--- src/rtl/stream_mux_n_if.sv ---
// Handshake bundle between the channel sources, stream_mux_n and its downstream sink.
// master drives the channel words and out_ready; slave is the mux itself.
interface stream_mux_n_if #(
  parameter int WIDTH    = 32,
  parameter int CHANNELS = 4
);
  localparam int SELW = $clog2(CHANNELS);

  logic [CHANNELS*WIDTH-1:0] in_data;
  logic [CHANNELS-1:0]       in_valid;
  logic [CHANNELS-1:0]       in_ready;
  logic [SELW-1:0]           sel;
  logic [WIDTH-1:0]          out_data;
  logic [SELW-1:0]           out_chan;
  logic                      out_valid;
  logic                      out_ready;

  modport master (
    output in_data, in_valid, sel, out_ready,
    input  in_ready, out_data, out_chan, out_valid
  );

  modport slave (
    input  in_data, in_valid, sel, out_ready,
    output in_ready, out_data, out_chan, out_valid
  );
endinterface

--- src/rtl/stream_mux_n.sv ---
// N-channel valid/ready mux into one registered output; explicit select (MODE 0) or round-robin (MODE 1).
// Latency 1 cycle; a channel is accepted only when the output register is empty or draining this cycle.
module stream_mux_n #(
  parameter int WIDTH    = 32,
  parameter int CHANNELS = 4,
  parameter int MODE     = 0
) (
  input logic           clk,
  input logic           rst_n,
  stream_mux_n_if.slave s
);
  localparam int SELW = $clog2(CHANNELS);
  localparam logic [SELW-1:0] PTR_RST = SELW'(CHANNELS - 1);

  logic [WIDTH-1:0] out_data_q, out_data_d;
  logic [SELW-1:0]  out_chan_q, out_chan_d;
  logic             out_valid_q, out_valid_d;
  logic [SELW-1:0]  ptr_q, ptr_d;
  logic             load_en, gnt_vld, xfer;
  logic [SELW-1:0]  gnt_idx;
  logic [WIDTH-1:0] gnt_dat;
  int               cand;

  always_comb begin
    gnt_vld = 1'b0;
    gnt_idx = '0;
    gnt_dat = '0;
    cand    = 0;
    if (MODE == 0) begin
      for (int k = 0; k < CHANNELS; k++) begin
        if (int'(s.sel) == k && s.in_valid[k]) begin
          gnt_vld = 1'b1;
          gnt_idx = SELW'(k);
          gnt_dat = s.in_data[k*WIDTH +: WIDTH];
        end
      end
    end else begin
      // Search starts just after the last served channel so each requester waits at most N-1 grants.
      for (int i = 1; i <= CHANNELS; i++) begin
        cand = (int'(ptr_q) + i) % CHANNELS;
        for (int k = 0; k < CHANNELS; k++) begin
          if (!gnt_vld && cand == k && s.in_valid[k]) begin
            gnt_vld = 1'b1;
            gnt_idx = SELW'(k);
            gnt_dat = s.in_data[k*WIDTH +: WIDTH];
          end
        end
      end
    end
  end

  assign load_en    = !out_valid_q || s.out_ready;
  assign xfer       = load_en && gnt_vld;
  assign s.in_ready = (rst_n && xfer) ? (CHANNELS'(1) << gnt_idx) : '0;

  always_comb begin
    out_data_d  = out_data_q;
    out_chan_d  = out_chan_q;
    out_valid_d = out_valid_q;
    ptr_d       = ptr_q;
    if (load_en) begin
      out_valid_d = gnt_vld;
    end
    if (xfer) begin
      out_data_d = gnt_dat;
      out_chan_d = gnt_idx;
      ptr_d      = gnt_idx;
    end
  end

  always_ff @(posedge clk or negedge rst_n) begin
    if (!rst_n) begin
      out_data_q  <= '0;
      out_chan_q  <= '0;
      out_valid_q <= 1'b0;
      ptr_q       <= PTR_RST;
    end else begin
      out_data_q  <= out_data_d;
      out_chan_q  <= out_chan_d;
      out_valid_q <= out_valid_d;
      ptr_q       <= ptr_d;
    end
  end

  assign s.out_data  = out_data_q;
  assign s.out_chan  = out_chan_q;
  assign s.out_valid = out_valid_q;
endmodule

--- src/flat_wrapper.sv ---
// flat-port wrapper written by rule: the top's interface ports become plain ports
module stream_mux_n_flat 
#(
  parameter int WIDTH    = 32,
  parameter int CHANNELS = 4,
  parameter int MODE     = 0
)
  (clk, rst_n, s_in_data, s_in_valid, s_sel, s_out_ready, s_in_ready, s_out_data, s_out_chan, s_out_valid);
  stream_mux_n_if #(.WIDTH(WIDTH), .CHANNELS(CHANNELS)) s_i ();
  input logic clk;
  input logic rst_n;
  input wire logic [$bits(s_i.in_data)-1:0] s_in_data;
  input wire logic [$bits(s_i.in_valid)-1:0] s_in_valid;
  input wire logic [$bits(s_i.sel)-1:0] s_sel;
  input wire logic [$bits(s_i.out_ready)-1:0] s_out_ready;
  output wire logic [$bits(s_i.in_ready)-1:0] s_in_ready;
  output wire logic [$bits(s_i.out_data)-1:0] s_out_data;
  output wire logic [$bits(s_i.out_chan)-1:0] s_out_chan;
  output wire logic [$bits(s_i.out_valid)-1:0] s_out_valid;
  assign s_i.in_data = s_in_data;
  assign s_i.in_valid = s_in_valid;
  assign s_i.sel = s_sel;
  assign s_i.out_ready = s_out_ready;
  assign s_in_ready = s_i.in_ready;
  assign s_out_data = s_i.out_data;
  assign s_out_chan = s_i.out_chan;
  assign s_out_valid = s_i.out_valid;
  stream_mux_n #(.WIDTH(WIDTH), .CHANNELS(CHANNELS), .MODE(MODE)) u_core (.clk(clk), .rst_n(rst_n), .s(s_i));
endmodule
--- config.mk ---
export PLATFORM = sky130hd
export DESIGN_NAME = stream_mux_n_flat
export DESIGN_NICKNAME = d
export VERILOG_FILES = /design/src/rtl/stream_mux_n_if.sv /design/src/rtl/stream_mux_n.sv /design/src/flat_wrapper.sv
export SDC_FILE = /design/constraint.sdc
export NUM_CORES = 1
export LEC_CHECK = 0
export CAP_MARGIN = 30
export CORE_MARGIN = 3
export CORE_UTILIZATION = 40
export CTS_BUF_LIST = sky130_fd_sc_hd__clkbuf_8 sky130_fd_sc_hd__clkbuf_16
export DETAILED_ROUTE_END_ITERATION = 10
export PLACE_DENSITY = 0.82
export SETUP_SLACK_MARGIN = 0.4
export SYNTH_ARGS = -nofsm -noshare
export SYNTH_HDL_FRONTEND = slang
export SYNTH_SLANG_ARGS = --single-unit
--- constraint.sdc ---
create_clock -name clk -period 1.8 [get_ports clk]
set_input_delay 0.36 -clock clk [delete_from_list [all_inputs] [get_ports clk]]
set_output_delay 0.36 -clock clk [all_outputs]
set_load 0.02 [all_outputs]
==> reports/qor.txt <==
status: completed
Worst Setup End Kind: output pin
number of nets in the layout: 687
Critical R2R Launch: u_core.s.out_valid
fin crit share: 89.7%
Synth area leader: dfrtp_1
Die X: 97.0 um
Initial DRT Pass Iterations: 4
total number of vias: 3954
synth warn: 0
Layout fillers: 587
ys async rst share: 100%
top cells by area, synth: dfrtp_1 (26%), or4bb_1 (11%), and3b_1 (8.5%), nand4b_1 (8.5%), a31o_1 (7.7%)
total track usage: 28.1%
sequential element share of the synthesized area: 26.4%
Slew Viols, Final: 0
Vias/cell: 6.06
n_diodes: 0
hold buffers post-CTS: 0
layout cells sized above 1: 17.2%
Synth Area in Adders: 0%
first-pass GRT wire length: 21500 um
Clock transition at path regs: 0.07 ns
Worst-Skew Late Latency: 0.28 ns
largest family of logic cells by synthesized area: simple AND/OR/NAND/NOR gates
crit path max fanout: 2
design area: 5790 sq um
Syn Nets: 505
# rows: 32
number of port buffers: 175
#FFs+latches synth: 35
Worst EP required: 1.44 ns
Reg2Reg Depth: 8
Clock Path Buffers: 2
mux cell area share after synthesis: 1.43%
Initial Util: 42.0%
post-synth cell types: 27
xor and xnor area share after synthesis: 0%
compound-cell area share of the yosys netlist: 20.9%
TritonCTS clock tree: yes
1st-iter DRT viols: 236
worst clock skew: 0.00819 ns
# H-tree levels: 2
prevailing post-synth register cell: dfrtp_1
worst stage delay on the critical path: 0.43 ns
Post-synth EDFFs: 0
antenna-violating nets left: 0
Reg-to-Reg End: u_core.s.out_data[31]
synthesis-to-layout area growth: 74.6%
Sink Count: 35
# IOs: 176
Peak supply drop: 349 uV
Final WS setup: 0.185 ns
Hold Crit Class: in2async
Die ar.: 9420 sq um
largest net degree at the start of global routing: 53
CTS Buf Count: 5
Yosys top cell area share: 26.4%
commonest cells in the netlist: clkbuf_1 (48), dfrtp_1 (35), a21boi_0 (33)
Mapped Area: 3320 sq um
critical path arrival: 1.25 ns
Worst-Margin Slew: 0.334 ns
Util after Layout: 73.4%
die height: 97.0 um
max-cap violation count: 0
Crit-path slowest cell: dfrtp_2
core box area: 7890 sq um
Fin. Hold Viols: 0
vias in the first global route: 3955
P per Cell Area: 572 nW/um^2
simple-gate share of the synthesized area: 43.5%
worst path cell trace: nand2b_4 > nand2_4 > buf_4 > nor3_4 > buf_6
GRT Residual Overflow: 0
Cell Area, Placed: 5320 sq um
Period minus WS final: 1.61 ns
Reg2Reg Setup Slack: 0.22 ns
hpwl dp: 8940 um
CTS root buf: clkbuf_8
gpl congestion: 0.892
routed length per instance: 20.9 um
DRC: 0
relative slew slack: 77.6%
final setup vio count: 0
P_leak: 2.51 nW
RSZ-0062 raised after global routing: true
syn avg cell area: 9.01 sq um
fmax: 619 MHz
dpl ws: -0.483 ns
type of the worst setup path: reg2out
initial antenna violation count: 0
Post-Route WL: 13700 um
dominant cell by count in the synthesized netlist: clkbuf_1
number of cells produced by synthesis: 368
Setup crit start kind: register
-- where the power goes --
part | total (mW) | switching [mW] | internal (mW)
clock | 0.630 | 0.286 | 0.344
combinational | 1.67 | 0.766 | 0.906
sequential | 1.01 | 0.0706 | 0.938
total | 3.31 | 1.12 | 2.19
-- registers in the layout, summed over array words and instances (netlist names) --
signal,flops
u_core.s.out_valid,1
u_core.s.out_data,32
u_core.s.out_chan,2
-- cells by family after synthesis --
family          after synthesis
simple gates                175
compound gates               98
buf+inv                      57
flops                        35
mux                           3
-- routing by layer --
| layer | share of wire [%] | global-route usage [%] | up-vias |
|---|---|---|---|
| li1 | - | - | 1828 |
| met1 | 39 | 34.2 | 1898 |
| met2 | 50 | 48.8 | 198 |
| met3 | 8.2 | 7.28 | 30 |
| met4 | 2.7 | 7.56 | 0 |
| met5 | 0 | 0 | - |
-- critical path, delay by kind of cell, from the launching register on --
kind                   cells  cell delay [ns]
buffers and inverters      2             0.28
flip-flops                 1             0.43
AND/OR/NAND/NOR            3             0.27
-- layout make-up --
| type | count | area (sq um) | area share [%] |
|---|---|---|---|
| Timing Repair Buffer | 231 | 2400 | 41.5 |
| Inverter | 1 | 3.75 | 0.0648 |
| Tap cell | 102 | 128 | 2.20 |
| Sequential cell | 35 | 877 | 15.2 |
| Clock buffer | 7 | 96.3 | 1.66 |
| Multi-Input combinational cell | 276 | 2280 | 39.4 |
| Clock inverter | 1 | 3.75 | 0.0648 |
-- per-stage QoR --
stage / TNS [ns] / hold slack (ns) / total power, mW / instances
CTS: 0 / 0.0900 / 3.29 / 650
finish: 0 / 0.102 / 3.31 / 653
global route: 0 / 0.107 / 3.46 / 653
global placement: -11.71 / 0.363 / 2.55 / 628
detailed placement: -12.07 / 0.358 / 2.58 / 628
floorplan: 0 / 0.0644 / 1.78 / 368
-- layout by cell type, fill, tap and decap left out, drive strengths merged, types with 7 or more instances in the layout --
cell             n
o21ai           32
a21boi          33
clkdlybuf4s50  128
and3b           32
nand4b          32
clkbuf           7
dfrtp           35
nor3b           32
a31o            32
dlygate4sd2     34
or4bb           31
buf             65
nand4           32
-- what timing repair did --
action | 4_1_cts | 5_1_grt
setup endpoints to repair | 74 | 41
gates resized for setup | 134 | 5
setup buffers | 7 | 3
gates cloned | 7 | 0
pin swaps | 7 | 4
-- worst max-delay path by stage --
stage / from / endpoint / slack, ns / cells after the start
floorplan: s_in_valid[1] / u_core.s.out_chan[1] / 0.14 / 5
detailed placement: s_out_ready / s_in_ready[0] / -0.48 / 5
global placement: s_out_ready / s_in_ready[0] / -0.47 / 5
global route: u_core.s.out_valid / s_in_ready[0] / 0.13 / 4
finish: u_core.s.out_valid / s_in_ready[1] / 0.19 / 5
CTS: u_core.s.out_valid / s_in_ready[0] / 0.15 / 4
(Power assumes the default switching activity.)
